## src/rtl/mem_data_interface.sv

```systemverilog
// Memory-side data path stage: holds MAR/MDR, drives the RAM request/ack
// handshake with wait states and a timeout, and presents MDR to the bus mux.
// All state changes on the falling edge of clock; clear is an asynchronous,
// active-low reset.
module mem_data_interface #(
   parameter int DATA_WIDTH = 32,
   parameter int ADDR_WIDTH = 9,
   parameter int TIMEOUT    = 15
) (
   input  logic                  clock,
   input  logic                  clear,
   input  logic [DATA_WIDTH-1:0] BusMuxOut,
   input  logic                  MARin,
   input  logic                  MDRin,
   input  logic                  Read,
   input  logic                  Write,
   input  logic [DATA_WIDTH-1:0] mem_rdata,
   input  logic                  mem_ack,
   output logic                  mem_req,
   output logic                  mem_we,
   output logic [ADDR_WIDTH-1:0] mem_addr,
   output logic [DATA_WIDTH-1:0] mem_wdata,
   output logic [DATA_WIDTH-1:0] BusMuxInMDR,
   output logic                  busy,
   output logic                  done,
   output logic                  err
);

   // Counter must be able to hold the value TIMEOUT itself.
   localparam int CW = (TIMEOUT < 2) ? 1 : $clog2(TIMEOUT + 1);
   localparam logic [CW-1:0] CNT_MAX = CW'(TIMEOUT);

   typedef enum logic [1:0] {
      IDLE    = 2'd0,
      RD_WAIT = 2'd1,
      WR_WAIT = 2'd2,
      DONE    = 2'd3
   } state_t;

   state_t                state_reg, state_next;
   logic [ADDR_WIDTH-1:0] mar_reg,   mar_next;
   logic [DATA_WIDTH-1:0] mdr_reg,   mdr_next;
   logic [CW-1:0]         cnt_reg,   cnt_next;
   logic                  err_reg,   err_next;

   // State and datapath registers, falling-edge, async active-low clear.
   always_ff @(negedge clock or negedge clear) begin
      if (!clear) begin
         state_reg <= IDLE;
         mar_reg   <= '0;
         mdr_reg   <= '0;
         cnt_reg   <= '0;
         err_reg   <= 1'b0;
      end else begin
         state_reg <= state_next;
         mar_reg   <= mar_next;
         mdr_reg   <= mdr_next;
         cnt_reg   <= cnt_next;
         err_reg   <= err_next;
      end
   end

   // Next-state logic: register loads only in IDLE so address and write data
   // stay frozen for the whole handshake; ack beats timeout on the same edge.
   always_comb begin
      state_next = state_reg;
      mar_next   = mar_reg;
      mdr_next   = mdr_reg;
      cnt_next   = cnt_reg;
      err_next   = err_reg;
      case (state_reg)
         IDLE: begin
            if (MARin) mar_next = BusMuxOut[ADDR_WIDTH-1:0];
            if (MDRin) mdr_next = BusMuxOut;
            if (Read) begin
               state_next = RD_WAIT;
               cnt_next   = '0;
               err_next   = 1'b0;
            end else if (Write) begin
               state_next = WR_WAIT;
               cnt_next   = '0;
               err_next   = 1'b0;
            end
         end
         RD_WAIT, WR_WAIT: begin
            if (mem_ack) begin
               state_next = DONE;
               if (state_reg == RD_WAIT) mdr_next = mem_rdata;
            end else if (cnt_reg == CNT_MAX) begin
               state_next = DONE;
               err_next   = 1'b1;
            end else begin
               cnt_next = cnt_reg + CW'(1);
            end
         end
         DONE:    state_next = IDLE;
         default: state_next = IDLE;
      endcase
   end

   // Outputs decoded purely from registered state.
   assign mem_req     = (state_reg == RD_WAIT) || (state_reg == WR_WAIT);
   assign mem_we      = (state_reg == WR_WAIT);
   assign done        = (state_reg == DONE);
   assign busy        = (state_reg != IDLE);
   assign err         = err_reg;
   assign mem_addr    = mar_reg;
   assign mem_wdata   = mdr_reg;
   assign BusMuxInMDR = mdr_reg;

endmodule

```

## config.mk

```make
export PLATFORM = sky130hd
export DESIGN_NAME = mem_data_interface
export DESIGN_NICKNAME = d
export VERILOG_FILES = /design/src/rtl/mem_data_interface.sv
export SDC_FILE = /design/constraint.sdc
export NUM_CORES = 1
export LEC_CHECK = 0
export CAP_MARGIN = 20
export CORE_AREA = 10 10 102 104
export DETAILED_ROUTE_END_ITERATION = 12
export DIE_AREA = 0 0 112 114
export PLACE_DENSITY = 0.69
export SLEW_MARGIN = 20
export SYNTH_ARGS = -nofsm -noshare
export SYNTH_HDL_FRONTEND = slang
export SYNTH_SLANG_ARGS = --single-unit
```

## constraint.sdc

```tcl
create_clock -name clock -period 5 [get_ports clock]
set_clock_uncertainty 0.15 [all_clocks]
set_input_delay 1 -clock clock [delete_from_list [all_inputs] [get_ports clock]]
set_output_delay 1 -clock clock [all_outputs]
set_load 0.05 [all_outputs]
```

# Word-level counts from Yosys, hierarchy flattened
# Cells that the tools add are included.
[op_classes] n_eq_ne=12 n_addsub=1 reduce_logical=10 n_mux=19
[op_table] operator="32-bit two-way mux" n=3
[op_table] operator="32-bit one-hot mux with 2 select lines" n=1
[op_table] operator="4-bit two-way mux" n=4
[op_table] operator="2-bit inequality test (second input constant)" n=6
[op_table] operator="4-bit AND reduction" n=3
[op_table] operator="2-bit two-way mux" n=4
[op_table] operator="4-bit one-hot mux with 2 select lines" n=1
[op_table] operator="3-bit inequality test (second input constant)" n=2
[op_table] operator="2-bit one-hot mux with 3 select lines" n=1
[op_table] operator="4-bit by 1-bit adder with 4-bit output (second input constant)" n=1
[op_table] operator="2-bit equality test (second input constant)" n=2
[op_table] operator="4-bit equality test (second input constant)" n=1
[op_table] operator="1-bit two-way mux" n=4
[op_table] operator="2-bit AND reduction" n=2
[op_table] operator="2-bit nonzero test" n=2
[op_table] operator="2-bit by 1-bit equality test with 1-bit output (second input constant)" n=1
[op_table] operator="2-bit logical NOT" n=1
[op_table] operator="1-bit one-hot mux with 2 select lines" n=1
[op_table] operator="2-bit OR reduction" n=1
[op_table] operator="1-bit logical OR" n=1
[word_totals] reg_bits=48 out_inout_bits=78 input_bits=71

# Longest topological paths before layout
[depth] ltp_word=4 mapped_depth=7

==> metrics.md <==
| Metric | Value |
|---|---|
| Crit end category | `output port` |
| IO Port Bufs | `between 100 and 150` |
| Largest register FFs | `32` |
| Slew @ Worst Pin | `~0.57 ns` |
| Final-report setup violation count | `0` |
| Final Util | `0.493` |
| Status | `finished clean` |
| Distinct cells, synth | `27` |
| I/O pin count | `about 150` |
| Most frequent cells in the layout | `buf_4, mux2_2, clkdlybuf4s50_1, dfrtn_1, buf_12` |
| Cts hold-fix bufs | `0` |
| Post-DR wirelength/cell | `about 17 um` |
| Syn Area/Cell | `13.0 sq um` |
| Via density | `roughly 4.5` |
| Startpoint Class | `flop` |
| Synthesis warning total | `0` |
| Gp weighted congestion | `0.712` |
| Die span in x | `between 100 and 150 um` |
| WL final | `between 7000 and 8000 um` |
| Final Max Tran Viols | `0` |
| Worst-path clk slew | `approximately 0.06 ns` |
| Register bit total from synthesis | `48` |
| Top cells by area, synth | `dfrtn_1, mux2_2, buf_4` |
| Data required, critical path | `between 3 and 4 ns` |
| H-tree level count | `2` |
| Initial antenna violation count | `0` |
| Overflow after GRT | `0` |
| Met3 routed WL | `between 600 and 700 um` |
| Initial Util | `0.318` |
| RSZ-0062 raised after global routing | `no` |
| Core area | `0.00847 sq mm` |
| Post-synthesis mux area share | `0.333` |
| Post-Syn Area | `~0.0027 sq mm` |
| Die H | `114 um` |
| Area share of the largest cell type after synthesis | `0.447` |
| Area growth from synthesis to layout | `55.3%` |
| First-pass GRT wire length | `11800 um` |
| DR top layer | `met4` |
| Worst EP arrival | `roughly 3.8 ns` |
| Adder-cell share of the synthesized area | `0.0279` |
| Clock Tree Root | `clkbuf_8` |
| Number of clock sinks | `between 40 and 50` |
| Hpwl dp | `around 5900 um` |
| Vias post-DR | `around 2000` |
| Final setup margin | `around 0.054 ns` |
| R2R Setup Slk | `2.30 ns` |
| Cell taking the most area after synthesis | `dfrtn_1` |
| Pin count of the biggest net entering global routing | `43` |
| Final Hold Viols | `0` |
| Post-Place Setup Slack | `-0.334 ns` |
| Peak fanout along the critical path | `3` |
| CTS tree | `built` |
| Most common cell after layout, fill and taps aside | `buf_4` |
| Net count after synthesis | `284` |
| Share of layout cells above drive strength 1 | `0.528` |
| Drt initial violations | `66` |
| DRT Pass-1 Iters | `3` |
| Fin area | `between 0.004 and 0.005 sq mm` |
| WS Path Type | `reg2out` |
| # rows | `34` |
| DR DRC count | `0` |
| Clock Path Buffers | `2` |
| Post-route antenna net violation count | `0` |
| Max Cap Viol | `0` |
| Worst-Skew Late Latency | `0.29 ns` |
| Sequential-to-total area share from yosys stat | `0.447` |
| Hold Path Class | `reg2reg` |
| Post-synthesis instance total | `a little over 200` |
| Simple-gate share of the synthesized area | `0.0358` |
| Met2 WL | `3820 um` |
| Placed Area | `between 0.004 and 0.005 sq mm` |
| Synth Area in Compound Gates | `0.0368` |
| Die Area | `roughly 0.013 sq mm` |
| Number of global-route vias before repair | `between 2000 and 2500` |
| M1 wire length | `approximately 3000 um` |
| Worst rel slew slack | `0.623` |
| Largest family of logic cells by synthesized area | `multiplexers` |
| Inserted Clock Buffers | `5` |
| GRT Overall Usage | `0.112` |
| Final net count | `slightly above 400` |
| ANT cells | `0` |
| Synth Area in XOR/XNOR | `0` |
[cell families (layout without fill, tap and decap cells)]
family                   after synthesis  in the layout
multiplexers                          80             80
flip-flops                            48             48
buffers and inverters                 44            172
AND/OR/NAND/NOR                       16             16
AO/OA/AOI/OAI                         13             13
adder cells (fa/ha/maj)                6              6
[routing by layer]
layer / track usage / vias up
li1: - / 945
met1: 0.125 / 960
met2: 0.192 / 83
met3: 0.0462 / 4
met4: 0.0305 / 0
met5: 0 / -
[cells in the mapped netlist]
cell type,instances
nor2b_1,1
nor3b_2,2
o21bai_1,1
buf_4,33
inv_1,4
nand2b_1,2
o22a_1,1
dfrtn_1,48
nand2_1,4
nand3_1,2
a31oi_1,1
a21oi_1,1
nor3_1,1
mux2_1,2
a211oi_1,1
nor2_1,2
buf_6,4
ha_1,6
o21ai_0,5
o211ai_1,1
nand3b_1,1
or4_1,1
o21bai_2,1
mux2i_1,5
mux2_2,73
buf_2,3
a211oi_4,1
[final cells by class]
type / instances / area [sq um]
clock buffer: 6 / 72.6
clock inverter: 1 / 5.00
fill: 767 / 4290
inverter: 4 / 15.0
multi-input combinational: 115 / 1170
sequential: 48 / 1200
tap: 108 / 135
timing repair buffer: 161 / 1580
[metrics by stage]
stage / setup TNS [ns] / hold slack, ns / std cells
floorplan: 0 / 0.344 / 207
global placement: -9.39 / 0.302 / 430
detailed placement: -10.28 / 0.304 / 430
CTS: 0 / 0.307 / 438
global route: 0 / 0.321 / 443
finish: 0 / 0.299 / 443
[critical path, cell delays in order (launching register included)]
cell	delay (ns)
dfrtn_1	0.42
inv_1	0.08
ha_2	0.36
buf_12	0.14
[timing repair]
action,4_1_cts,5_1_grt
resized for setup,0,3
endpoints found under the setup margin,18,34
endpoints found under the hold margin,0,0
cloned,0,1
pin swaps,1,1
buffers inserted,1,4
[final timing paths]
kind                                    from  cells after the start         endpoint
worst min register to register           err                      1              err
max in group asynchronous              clear                      2      mem_addr[8]
worst max register to register  state_reg[1]                      8  BusMuxInMDR[17]
worst max-delay path            state_reg[1]                      3          mem_req
min in group asynchronous              clear                      1  BusMuxInMDR[25]
worst min-delay path                     err                      1              err
Power is left out: the tool's default activity adds up to more than one toggle a clock period on the data nets, which glitch-free logic cannot reach.
